File: config.mk
export PLATFORM = sky130hd
export DESIGN_NAME = uart_rx_flat
export DESIGN_NICKNAME = d
export VERILOG_FILES = /design/src/rtl/uart_rx_if.sv /design/src/rtl/uart_rx.sv /design/src/flat_wrapper.sv
export SDC_FILE = /design/constraint.sdc
export NUM_CORES = 1
export LEC_CHECK = 0
export BUFFER_PORTS_ARGS = -buffer_cell sky130_fd_sc_hd__buf_2
export CORE_MARGIN = 3
export CORE_UTILIZATION = 32
export CTS_CLUSTER_SIZE = 20
export DETAILED_ROUTE_END_ITERATION = 8
export SLEW_MARGIN = 30
export SYNTH_ARGS = -nofsm -noshare
export SYNTH_HDL_FRONTEND = slang
export SYNTH_SLANG_ARGS = --single-unit
File: constraint.sdc
create_clock -name clk -period 2.99 [get_ports clk]
set_input_delay 0.299 -clock clk [delete_from_list [all_inputs] [get_ports clk]]
set_output_delay 0.299 -clock clk [all_outputs]
set_load 0.02 [all_outputs]
File: src/rtl/uart_rx_if.sv
// Bundle of the UART receive path signals between the RX pin / CPU side and the receiver.
// Ports: rx (serial line), rd (consumer acknowledge) toward the receiver; data, valid, frame_err, overrun, busy back.
// slave modport is the receiver itself; master modport is the line driver plus consumer.
interface uart_rx_if #(
  parameter int WIDTH = 8
);
  logic             rx;
  logic             rd;
  logic [WIDTH-1:0] data;
  logic             valid;
  logic             frame_err;
  logic             overrun;
  logic             busy;

  modport master (
    output rx, rd,
    input  data, valid, frame_err, overrun, busy
  );

  modport slave (
    input  rx, rd,
    output data, valid, frame_err, overrun, busy
  );
endinterface

File: src/rtl/uart_rx.sv
// Serial-to-parallel UART receiver: idle-high line, WIDTH data bits LSB first sampled mid-bit, one stop bit.
// Latency: valid/frame_err update on the stop-bit sample edge, 2 + HALF + (WIDTH+1)*CLKS_PER_BIT edges after the start bit reaches sync flop 1.
// Backpressure: none on the line; a good frame arriving while valid is still set is dropped and flagged as overrun.
// Ports: clk, rst (async active-high), bus (uart_rx_if.slave: rx, rd in; data, valid, frame_err, overrun, busy out).
module uart_rx #(
  parameter int WIDTH        = 8,
  parameter int CLKS_PER_BIT = 2
) (
  input  logic      clk,
  input  logic      rst,
  uart_rx_if.slave  bus
);

  localparam int HALF = CLKS_PER_BIT / 2;
  localparam int CW   = (CLKS_PER_BIT > 1) ? $clog2(CLKS_PER_BIT) : 1;
  localparam int BW   = (WIDTH > 1) ? $clog2(WIDTH) : 1;

  localparam logic [CW-1:0] HALF_M1 = CW'(HALF - 1);
  localparam logic [CW-1:0] BIT_M1  = CW'(CLKS_PER_BIT - 1);
  localparam logic [BW-1:0] LAST    = BW'(WIDTH - 1);

  typedef enum logic [2:0] {
    S_IDLE,
    S_START,
    S_DATA,
    S_STOP,
    S_BREAK
  } state_t;

  state_t           state_q, state_d;
  logic             sync1_q, sync1_d;
  logic             sync2_q, sync2_d;
  logic [CW-1:0]    cnt_q, cnt_d;
  logic [BW-1:0]    bit_q, bit_d;
  logic [WIDTH-1:0] shift_q, shift_d;
  logic [WIDTH-1:0] data_q, data_d;
  logic             valid_q, valid_d;
  logic             ferr_q, ferr_d;
  logic             ovr_q, ovr_d;
  logic             busy_q, busy_d;
  logic             rx_s;

  assign rx_s = sync2_q;

  always_comb begin
    state_d = state_q;
    sync1_d = bus.rx;
    sync2_d = sync1_q;
    cnt_d   = cnt_q;
    bit_d   = bit_q;
    shift_d = shift_q;
    data_d  = data_q;
    valid_d = valid_q;
    ferr_d  = ferr_q;
    ovr_d   = ovr_q;

    // Acknowledge clears the status; a same-edge frame result below overrides it.
    if (bus.rd) begin
      valid_d = 1'b0;
      ferr_d  = 1'b0;
      ovr_d   = 1'b0;
    end

    case (state_q)
      S_IDLE: begin
        if (!rx_s) begin
          state_d = S_START;
          cnt_d   = '0;
        end
      end

      S_START: begin
        if (cnt_q == HALF_M1) begin
          cnt_d = '0;
          if (rx_s) begin
            state_d = S_IDLE;   // glitch shorter than half a bit
          end else begin
            state_d = S_DATA;
            bit_d   = '0;
          end
        end else begin
          cnt_d = cnt_q + 1'b1;
        end
      end

      S_DATA: begin
        if (cnt_q == BIT_M1) begin
          cnt_d              = '0;
          shift_d            = shift_q >> 1;
          shift_d[WIDTH-1]   = rx_s;   // LSB arrives first and ends up at bit 0
          if (bit_q == LAST) begin
            state_d = S_STOP;
          end else begin
            bit_d = bit_q + 1'b1;
          end
        end else begin
          cnt_d = cnt_q + 1'b1;
        end
      end

      S_STOP: begin
        if (cnt_q == BIT_M1) begin
          cnt_d = '0;
          if (rx_s) begin
            state_d = S_IDLE;
            if (!valid_q || bus.rd) begin
              data_d  = shift_q;
              valid_d = 1'b1;
            end else begin
              ovr_d = 1'b1;
            end
          end else begin
            ferr_d  = 1'b1;
            state_d = S_BREAK;
          end
        end else begin
          cnt_d = cnt_q + 1'b1;
        end
      end

      S_BREAK: begin
        // Hold here until the line idles so a held-low line is not seen as new start bits.
        if (rx_s) begin
          state_d = S_IDLE;
        end
      end

      default: begin
        state_d = S_IDLE;
      end
    endcase

    busy_d = (state_d != S_IDLE);
  end

  always_ff @(posedge clk or posedge rst) begin
    if (rst) begin
      state_q <= S_IDLE;
      sync1_q <= 1'b1;
      sync2_q <= 1'b1;
      cnt_q   <= '0;
      bit_q   <= '0;
      shift_q <= '0;
      data_q  <= '0;
      valid_q <= 1'b0;
      ferr_q  <= 1'b0;
      ovr_q   <= 1'b0;
      busy_q  <= 1'b0;
    end else begin
      state_q <= state_d;
      sync1_q <= sync1_d;
      sync2_q <= sync2_d;
      cnt_q   <= cnt_d;
      bit_q   <= bit_d;
      shift_q <= shift_d;
      data_q  <= data_d;
      valid_q <= valid_d;
      ferr_q  <= ferr_d;
      ovr_q   <= ovr_d;
      busy_q  <= busy_d;
    end
  end

  assign bus.data      = data_q;
  assign bus.valid     = valid_q;
  assign bus.frame_err = ferr_q;
  assign bus.overrun   = ovr_q;
  assign bus.busy      = busy_q;

endmodule

File: src/flat_wrapper.sv
// flat-port wrapper written by rule: the top's interface ports become plain ports
module uart_rx_flat 
#(
  parameter int WIDTH        = 8,
  parameter int CLKS_PER_BIT = 2
)
  (clk, rst, bus_rx, bus_rd, bus_data, bus_valid, bus_frame_err, bus_overrun, bus_busy);
  uart_rx_if #(.WIDTH(WIDTH)) bus_i ();
  input  logic clk;
  input  logic rst;
  input wire logic [$bits(bus_i.rx)-1:0] bus_rx;
  input wire logic [$bits(bus_i.rd)-1:0] bus_rd;
  output wire logic [$bits(bus_i.data)-1:0] bus_data;
  output wire logic [$bits(bus_i.valid)-1:0] bus_valid;
  output wire logic [$bits(bus_i.frame_err)-1:0] bus_frame_err;
  output wire logic [$bits(bus_i.overrun)-1:0] bus_overrun;
  output wire logic [$bits(bus_i.busy)-1:0] bus_busy;
  assign bus_i.rx = bus_rx;
  assign bus_i.rd = bus_rd;
  assign bus_data = bus_i.data;
  assign bus_valid = bus_i.valid;
  assign bus_frame_err = bus_i.frame_err;
  assign bus_overrun = bus_i.overrun;
  assign bus_busy = bus_i.busy;
  uart_rx #(.WIDTH(WIDTH), .CLKS_PER_BIT(CLKS_PER_BIT)) u_core (.clk(clk), .rst(rst), .bus(bus_i));
endmodule
==> out/summary.txt, run 1 <==
Fin. Hold Viols = 0
clock skew = 2.527 ps
Sequential Power Share = 43.4%
most frequent cells in the layout = 27 x dfrtp_1, 15 x buf_2, 8 x mux2_4, 8 x mux2_1, 6 x clkbuf_8
sequential area share after synthesis = 57.97%
metal2 WL = 979 um
layout cell share with drive strength beyond 1 = 36.79%
Root Driver = clkbuf_8
drt first-iter violations = 39
crit-path max FO = 3
CTS tree = built
Post-Syn Instances = 87
final setup TNS = 0 ps
Total Wirelength = 2.001 mm
grt ovf = 0
CP cell instances = ha_1 > ha_1 > and4bb_2 > o21ai_1 > mux2_2
commonest non-fill, non-tap cell in the layout = dfrtp_1
clock period minus worst slack = 1572 ps
Synth cell types = 32
Design Power = 1.541 mW
Max Slew Vio Count = 0
leakage power = 0.7134 nW
maximum vdd drop = 398.8 uV
pin count of the biggest net entering global routing = 30
Pre-antenna DRT Iters = 4
post-layout util = 39.70%
delay of the slowest critical-path stage = 390 ps
Initial Util = 33.80%
# clock sinks = 29
gr usage total = 10.03%
unrepaired setup endpoints after global routing = false
Detail Route Antenna Nets = 0
synth top area cells = dfrtp_1 54%, mux2_4 9.6%, mux2_1 7.2%
standard-cell rows = 22
Clock Latency Late Sink = 270 ps
delay-heaviest family, CP = adder cells
Net Count, Synth = 93
Area growth, synth to finish = 17.43%
Internal = 1.059 mW
mapped cell area = 0.001256 mm2
Yosys top cell area share = 53.78%
Setup WS post-layout = 1418 ps
P per Cell Area = 1045 mW/mm2
initial antenna violation count = 0
I/O Buffers = 15
die width = 68.66 um
Logic pwr share = 29.7%
vias in the first global route = 742
HPWL after DPL = 1.368 mm
Post-CTS Setup Bufs = 0
final hold slack = 80.39 ps
Remaining DRCs = 0
slew margin rel. = 61.05%
Die Y = 68.66 um
MaxCap Viol Count = 0
clk buf depth = 2
post-cts sizing count = 0
CP Data Required Time = 3150 ps
post-route clock period utilization = 52.59%
WL/cell = 12.99 um
Layout Nets = 111
H-tree lvl count = 2
Placer Congestion = 0.6693
clock-pin slew on the worst setup and hold paths = 60 ps
Die Area = 0.004714 mm2
Worst EP arrival = 1730 ps
switching share of power = 31.30%
max layer used = met4
highest clock rate = 636.0 MHz
CP Class = flop to flop
#FFs+latches synth = 29
Mean Syn Cell Area = 14.44 um2
Ant. Diodes = 0
Clock power frac = 26.9%
slowest stage cell, crit path = dfrtp_1
Buf+Inv Stages, Crit Path = 0
Vias = 717
Psw = 0.4824 mW
first-pass GRT wire length = 3.339 mm
met1 wire length = 902 um
Least-Margin Pin Slew = 583.4 ps
HP Class = input pin to async pin
yosys warns = 0
hold buffer count at CTS = 0
num ports = 16
Worst setup EP type = flop
DR vias/cell = 4.656
met3 WL = 107 um
Finish-stage setup viols = 0
pre-CTS setup slack = 1429 ps
CP most frequent cell = ha_1
outcome = complete, no violations
top cell type by total area after synthesis = dfrtp_1
CP startpoint kind = flop
core footprint = 0.003716 mm2
number of buffers created by CTS = 5
## final cells by class
cell class                      count  area [um2]
Multi-Input combinational cell     50       476.7
Clock buffer                        7       86.33
Tap cell                           48       60.06
Timing Repair Buffer               16       82.58
Inverter                            3       11.26
Clock inverter                      1       30.03
Sequential cell                    29       728.2
Fill cell                         361        2241
## cell usage after synthesis
master	n
a21oi_1	5
a22o_1	2
a31oi_1	1
a41oi_1	1
and2b_1	1
and4b_4	1
and4bb_2	1
buf_2	1
buf_4	1
buf_6	2
clkbuf_2	1
dfrtp_1	27
dfstp_2	2
ha_1	2
inv_1	3
mux2_1	8
mux2_2	1
mux2_4	8
nand2_1	2
nand3_4	1
nand3b_1	2
nand4b_1	2
nor2_1	2
nor2b_1	1
nor4b_1	1
nor4bb_1	1
o21a_1	1
o21ai_1	1
o22ai_1	1
or2b_2	1
or3_1	2
or3b_1	1
## stage by stage
step,std cells,area [um2]
after CTS,154,1475
after global routing,154,1475
after global placement,146,1359
after detailed placement,146,1359
final,154,1475
after floorplan,87,1256
## power by group through the flow
stage / Combinational, mW / Clock, mW / Sequential, mW
4_1_cts: 0.468 / 0.429 / 0.670
5_1_grt: 0.505 / 0.444 / 0.694
3_3_place_gp: 0.450 / 0 / 0.668
2_1_floorplan: 0.351 / 0 / 0.682
3_5_place_dp: 0.464 / 0 / 0.676
6_report: 0.458 / 0.414 / 0.669
## cells by family after synthesis
family / Yosys count / share of synthesized area, %
AOI/OAI and AO/OA: 12 / 6.076
muxes: 17 / 17.63
buffers and inverters: 8 / 4.083
and+or+nand+nor: 19 / 12.25
adders and majority gates: 2 / 1.992
DFF: 29 / 57.97
## per-layer routing
layer  global-route usage [%]  vias up
met5                        0        -
met4                    5.955        0
met3                    3.890        2
met2                    15.97       15
met1                    11.30      352
li1                         -      348
## final timing paths
check	start	to	slack (ps)	cells after the start
max in group asynchronous	rst	u_core.bus.frame_err	2520	2
min	rst	u_core.bus.data[1]	80	2
min reg2reg	u_core.sync1_q	u_core.rx_s	360	0
min in group clk	bus_rx	u_core.sync1_q	130	1
max reg2reg	u_core.bit_q[0]	u_core.bit_q[0]	1420	5
max	u_core.bit_q[0]	u_core.bit_q[0]	1420	5
## sequential cells by signal, indices dropped and copies added (netlist names)
name,flops
u_core.bus.data,8
u_core.bus.valid,1
u_core.state_q,3
u_core.rx_s,1
u_core.cnt_q,1
u_core.sync1_q,1
u_core.bus.frame_err,1
u_core.shift_q,8
u_core.bus.overrun,1
u_core.bus.busy,1
u_core.bit_q,3
Power figures use the tool's default switching activity.
==> run 2, diff against run 1 <==
==> constraint.sdc (replaced) <==
create_clock -name clk -period 1.55 [get_ports clk]
set_input_delay 0.155 -clock clk [delete_from_list [all_inputs] [get_ports clk]]
set_output_delay 0.155 -clock clk [all_outputs]
set_load 0.02 [all_outputs]
==> run 2 against run 1 <==
Die area stayed put. Utilization rose by 1.9 points. Sequential cell count stayed put. Global-route usage grew 0.97 points. Cell area is 4.8% higher. Combinational power grew 140%. Cell count grew 5.8%. Via count rose by 4.7%. Critical path depth unchanged. Largest cell class unchanged.
==> out/summary.txt, run 2 (synthesis gave the netlist of run 1 again) <==
Logic pwr share = 37.4% (+7.7 points)
grt ovf = 0 (unchanged)
CP most frequent cell = ha_2
Buf+Inv Stages, Crit Path = 0 (unchanged)
die width = 68.66 um (unchanged)
clock period minus worst slack = 1480 ps (-92.75 ps)
worst hold start = bus_rd
number of buffers created by CTS = 5 (unchanged)
Root Driver = clkbuf_8
DR vias/cell = 4.607 (-1.0%)
standard-cell rows = 22 (unchanged)
Worst Hold Path EP = u_core.bus.overrun
pre-CTS setup slack = -7.380 ps (-1436 ps)
clk buf depth = 2 (unchanged)
post-route clock period utilization = 95.46% (+43 points)
outcome = complete, no violations
final setup TNS = 0 ps (unchanged)
CP Data Required Time = 1710 ps (-1440 ps)
commonest non-fill, non-tap cell in the layout = dfrtp_1
maximum vdd drop = 732.1 uV (+84%)
initial antenna violation count = 0 (unchanged)
clock skew = 4.808 ps (+2.281 ps)
delay-heaviest family, CP = flip-flops
clock-pin slew on the worst setup and hold paths = 60 ps (about the same)
Reg2Reg Depth = 5 (unchanged)
P per Cell Area = 1881 mW/mm2 (+80%)
worst reg2reg path endpoint = u_core.bit_q[0]
num ports = 16 (unchanged)
CTS tree = built
fill count = 365 (+1.1%)
vias in the first global route = 757 (+2.0%)
HPWL after DPL = 1.399 mm (+2.3%)
Die Area = 0.004714 mm2 (unchanged)
Least-Margin Pin Slew = 331.7 ps (-251.8 ps)
Vias = 751 (+4.7%)
layout cell share with drive strength beyond 1 = 42.61% (+5.8 points)
gr usage total = 11.00% (+0.97 points)
Detail Route Antenna Nets = 0 (unchanged)
Setup WS post-layout = 70.35 ps (-1347 ps)
Die Y = 68.66 um (unchanged)
MaxCap Viol Count = 0 (unchanged)
Hold Path Depth = 2
CP cell instances = ha_2 > ha_2 > and4bb_2 > o21ai_2 > mux2_4
first-pass GRT wire length = 3.643 mm (+9.1%)
CP startpoint kind = flop
fin area = 0.001546 mm2 (+4.8%)
most frequent cells in the layout = 27 x dfrtp_1, 15 x buf_2, 9 x mux2_4
Worst EP arrival = 1640 ps (-90 ps)
Clock power frac = 20.1% (-6.8 points)
# clock sinks = 29 (unchanged)
CP Class = flop to flop
slowest stage cell, crit path = dfrtp_1
WL/cell = 13.09 um (+0.71%)
switching share of power = 33.12% (+1.8 points)
crit-path max FO = 3 (unchanged)
Post-Place Cell Area = 0.001409 mm2 (+3.7%)
Max Slew Vio Count = 0 (unchanged)
HP Class = input pin to flop
Fin. Hold Viols = 0 (unchanged)
core footprint = 0.003716 mm2 (unchanged)
Clock Latency Late Sink = 280 ps (about the same)
unrepaired setup endpoints after global routing = true
Internal = 1.946 mW (+84%)
highest clock rate = 675.8 MHz (+6.3%)
H-tree lvl count = 2 (unchanged)
pin count of the biggest net entering global routing = 30 (unchanged)
Finish-stage setup viols = 0 (unchanged)
Psw = 0.9637 mW (+100%)
delay of the slowest critical-path stage = 380 ps (about the same)
Total Wirelength = 2.133 mm (+6.6%)
Worst setup EP type = flop
drt first-iter violations = 27 (-31%)
Ant. Diodes = 0 (unchanged)
Sequential Power Share = 42.5% (-0.9 points)
Area growth, synth to finish = 23.11%
I/O Buffers = 15 (unchanged)
leakage power = 0.7500 nW (+5.1%)
Remaining DRCs = 0 (unchanged)
Placer Congestion = 0.7144 (+6.7%)
Initial Util = 33.80% (unchanged)
slew margin rel. = 77.58% (+17 points)
Worst R2R Setup Slack = 70 ps (-1350 ps)
Pre-antenna DRT Iters = 4 (unchanged)
crit path from = u_core.bit_q[1]
Layout Nets = 120 (+8.1%)
final hold slack = 68.66 ps (-11.73 ps)
launching point of the worst reg2reg path = u_core.bit_q[1]
-- run 2: cell count changes in the layout (fill, tap and decap cells not counted), moves of 2 or more --
| cell | change |
|---|---|
| buf_4 | +6 |
| clkinv_2 | +2 |
| dlygate4sd3_1 | +2 |
| ha_2 | +2 |
| ha_1 | -2 |
-- run 2: layer usage --
metal / global-route usage (%) / up-vias / routed length [um]
li1: - / 366 / -
met1: 12.55 / 365 / 987
met2: 16.81 / 15 / 990
met3: 5.835 / 5 / 114
met4: 5.211 / 0 / 40
met5: 0 / - / 0
-- run 2: how the worst max path moves through the flow --
| stage | end | cells past startpoint | slack (ps) |
|---|---|---|---|
| global placement | u_core.bit_q[0] | 5 | 40 |
| global route | u_core.bit_q[0] | 5 | -1 |
| detailed placement | u_core.bit_q[0] | 5 | -7 |
| CTS | u_core.bit_q[0] | 5 | 20 |
| floorplan | u_core.bit_q[0] | 5 | 80 |
| finish | u_core.bit_q[0] | 5 | 70 |
-- run 2: repair_timing --
action / 4_1_cts / 5_1_grt
resized for setup: 1 / 4
hold buffers: 2 / 0
hold endpoints to repair: 28 / 0
setup endpoints to repair: 1 / 3
pin swaps: 0 / 3
buffers inserted: 1 / 1
-- run 2: final cells by class --
cell class                 instances  area, um2  area share (%)
multi-input combinational         50      496.7           32.12
clock buffer                       6      72.57           4.693
sequential                        29      728.2           47.09
tap                               48      60.06           3.884
inverter                           3      11.26          0.7282
timing repair buffer              25      167.7           10.84
clock inverter                     2      10.01          0.6473
-- run 2: power by group through the flow --
stage	logic (mW)	clock network, mW	registers, mW
6_report	1.09	0.586	1.24
5_1_grt	1.21	0.658	1.28
3_5_place_dp	1.02	0	1.25
4_1_cts	1.05	0.616	1.24
3_3_place_gp	0.999	0	1.23
2_1_floorplan	0.676	0	1.32
-- run 2: stage by stage --
step / total power, mW / util (%) / cells
floorplan: 1.992 / - / 87
global placement: 2.230 / 37.91 / 151
detailed placement: 2.269 / 37.91 / 151
CTS: 2.900 / 40.94 / 162
global route: 3.148 / 41.62 / 163
finish: 2.909 / 41.62 / 163
==> run 3, diff against run 2 <==
--- a/config.mk
+++ b/config.mk
@@ -5,6 +5,7 @@
 export SDC_FILE = /design/constraint.sdc
 export NUM_CORES = 1
 export LEC_CHECK = 0
+export ABC_AREA = 1
 export BUFFER_PORTS_ARGS = -buffer_cell sky130_fd_sc_hd__buf_2
 export CORE_MARGIN = 3
 export CORE_UTILIZATION = 32
==> run 3 against run 2 <==
Non-clock buffer count is 7 lower. Utilization is 1.3 points lower. Sequential share of layout area is 1.1 points higher. Clock skew increased by 2.3 ps. Hold slack better by 16 ps. Power is 10% lower. Global-route usage is 0.090 points higher. Via count increased by 24%. Sequential power about the same. Largest cell class unchanged. Largest power group unchanged.
==> out/summary.txt, run 3 <==
outcome = complete, no violations
clock skew = 7.155 ps (+2.347 ps)
count leader, synth = nand2_1
Synth cell types = 20 (-38%)
CP Data Required Time = 1710 ps (about the same)
launching point of the worst reg2reg path = u_core.bit_q[0]
hold buffer count at CTS = 2 (unchanged)
drt first-iter violations = 41 (+52%)
worst hold start = bus_rd
sequential area share after synthesis = 57.06% (-0.91 points)
Die Y = 69.15 um (+0.72%)
delay of the slowest critical-path stage = 400 ps (+20 ps)
unrepaired setup endpoints after global routing = false
Ant. Diodes = 0 (unchanged)
Reg2Reg Depth = 6 (+1)
WL/cell = 10.53 um (-20%)
highest clock rate = 765.9 MHz (+13%)
gr usage total = 11.09% (+0.090 points)
crit-path max FO = 3 (unchanged)
synth top area cells = dfrtp_1 53%, nand2_1 15%, dfstp_2 4.1%
Max Slew Vio Count = 0 (unchanged)
slowest stage cell, crit path = dfrtp_1
Post-synth top cells = 50 x nand2_1, 27 x dfrtp_1, 14 x inv_1
grt ovf = 0 (unchanged)
Mean Syn Cell Area = 8.987 um2 (-38%)
first-pass GRT wire length = 4.257 mm (+17%)
number of buffers created by CTS = 5 (unchanged)
clock-pin slew on the worst setup and hold paths = 60 ps (about the same)
num ports = 16 (unchanged)
Post-synth EDFFs = 0 (unchanged)
Psw = 0.9816 mW (+1.9%)
Pre-antenna DRT Iters = 4 (unchanged)
Layout Nets = 171 (+43%)
clk buf depth = 2 (unchanged)
CP Class = flop to flop
H-tree lvl count = 2 (unchanged)
final setup TNS = 0 ps (unchanged)
Worst EP arrival = 1460 ps (-180 ps)
vias in the first global route = 942 (+24%)
#FFs+latches synth = 29 (unchanged)
worst reg2reg path endpoint = u_core.bus.busy
HPWL after DPL = 1.673 mm (+20%)
Clock Latency Late Sink = 270 ps (about the same)
Worst setup EP type = flop
pin count of the biggest net entering global routing = 24 (-20%)
maximum vdd drop = 880.2 uV (+20%)
Total Wirelength = 2.253 mm (+5.6%)
Net Count, Synth = 148 (+59%)
Hold Path Depth = 2 (unchanged)
most frequent cells in the layout = 50 x nand2_1, 27 x dfrtp_1, 15 x buf_2
slew margin rel. = 67.88% (-9.7 points)
Least-Margin Pin Slew = 481.3 ps (+149.7 ps)
mapped cell area = 0.001276 mm2 (+1.6%)
Internal = 1.631 mW (-16%)
post-cts sizing count = 0 (-1)
Placer Congestion = 0.7132 (-0.17%)
DR vias/cell = 4.346 (-5.7%)
top cell type by total area after synthesis = dfrtp_1
yosys warns = 0 (unchanged)
standard-cell rows = 22 (unchanged)
Yosys top cell area share = 52.94% (-0.84 points)
CP startpoint kind = flop
Clock power frac = 23.8% (+3.7 points)
CP cell instances = ha_1 > ha_1 > a21oi_1 > nor2_1 > nor2_1 > nand2_1
CTS tree = built
ys flop type = dfrtp_1
# clock sinks = 29 (unchanged)
P per Cell Area = 1730 mW/mm2 (-8.1%)
leakage power = 0.8506 nW (+13%)
Post-CTS Setup Bufs = 0 (-1)
Die Area = 0.004782 mm2 (+1.4%)
Area growth, synth to finish = 18.33%
HP Class = input pin to flop
post-layout util = 40.34% (-1.3 points)
Finish-stage setup viols = 0 (unchanged)
Worst Hold Path EP = u_core.bus.overrun
I/O Buffers = 15 (unchanged)
layout cell share with drive strength beyond 1 = 21.69% (-21 points)
initial antenna violation count = 0 (unchanged)
commonest non-fill, non-tap cell in the layout = nand2_1
Post-Syn Instances = 142 (+63%)
Initial Util = 34.09% (+0.29 points)
Remaining DRCs = 0 (unchanged)
MaxCap Viol Count = 0 (unchanged)
Sequential Power Share = 46.8% (+4.3 points)
core footprint = 0.003744 mm2 (+0.74%)
switching share of power = 37.58% (+4.5 points)
die width = 69.15 um (+0.72%)
post-route clock period utilization = 84.23% (-11 points)
Async S/R FF share, synth = 100.0% (unchanged)
Detail Route Antenna Nets = 0 (unchanged)
Worst R2R Setup Slack = 240 ps (+170 ps)
Fin. Hold Viols = 0 (unchanged)
Logic pwr share = 29.5% (-7.9 points)
Vias = 930 (+24%)
Root Driver = clkbuf_8
clock period minus worst slack = 1306 ps (-174.0 ps)
## run 3: cell types whose count changed in the layout (fill, tap and decap cells not counted), sizes merged, moves of 7 or more
cell,delta
nand2,+52
o21ai,+12
nor2,+9
inv,+14
mux2,-17
nand3,+8
buf,-7
## run 3: worst max-delay path, delay by kind of cell, from the launching register on
family,cells,cell delay (ps)
AOI/OAI and AO/OA,1,140
and+or+nand+nor,3,250
adders and majority gates,2,400
DFF,1,400
## run 3: area by class of cell
type | count | area, um2
fill | 411 | 2233
sequential | 29 | 728.2
multi-input combinational | 94 | 465.4
timing repair buffer | 18 | 102.6
clock buffer | 8 | 90.09
inverter | 17 | 63.81
tap | 48 | 60.06
## run 3: how the worst max path moves through the flow
stage	depth (start not counted)	to	from
detailed placement	6	u_core.bus.busy	u_core.bit_q[0]
global placement	6	u_core.bus.busy	u_core.bit_q[0]
finish	6	u_core.bus.busy	u_core.bit_q[0]
global route	6	u_core.bus.busy	u_core.bit_q[0]
floorplan	6	u_core.bus.busy	u_core.bit_q[0]
CTS	6	u_core.bus.busy	u_core.bit_q[0]
## run 3: power by group through the flow
stage	Clock [mW]	Sequential, mW	Combinational (mW)
3_3_place_gp	0	1.22	0.749
6_report	0.621	1.22	0.770
2_1_floorplan	0	1.24	0.586
4_1_cts	0.641	1.22	0.783
3_5_place_dp	0	1.23	0.773
5_1_grt	0.686	1.27	0.893
## run 3: cells by family (layout without fill, tap and decap cells)
kind of cell             count (synthesis)  count (layout)  share of synthesized area, %
buffers and inverters                   19              43                         6.471
flip-flops                              29              29                         57.06
adder cells (fa/ha/maj)                  2               2                         1.960
AO/OA/AOI/OAI                           16              16                         6.274
AND/OR/NAND/NOR                         76              76                         28.24
## run 3: stage by stage
stage	hold slack [ps]	instance area (um2)	power (mW)	instances	worst slack (ps)
after CTS	82.89	1510	2.644	214	245.8
after global placement	86.10	1400	1.965	204	309.5
after global routing	96.18	1510	2.846	214	95.91
final	85.07	1510	2.612	214	244.4
after floorplan	159.5	1276	1.823	142	331.4
after detailed placement	94.54	1400	2.004	204	262.1
## run 3: routing by layer
layer  track usage, %  vias to the layer above  share of wire, %
met5                0                        -                 0
met4            4.772                        0               1.9
met3            4.665                        5               4.8
met2            15.78                       16                43
met1            14.68                      416                50
li1                 -                      493                 -
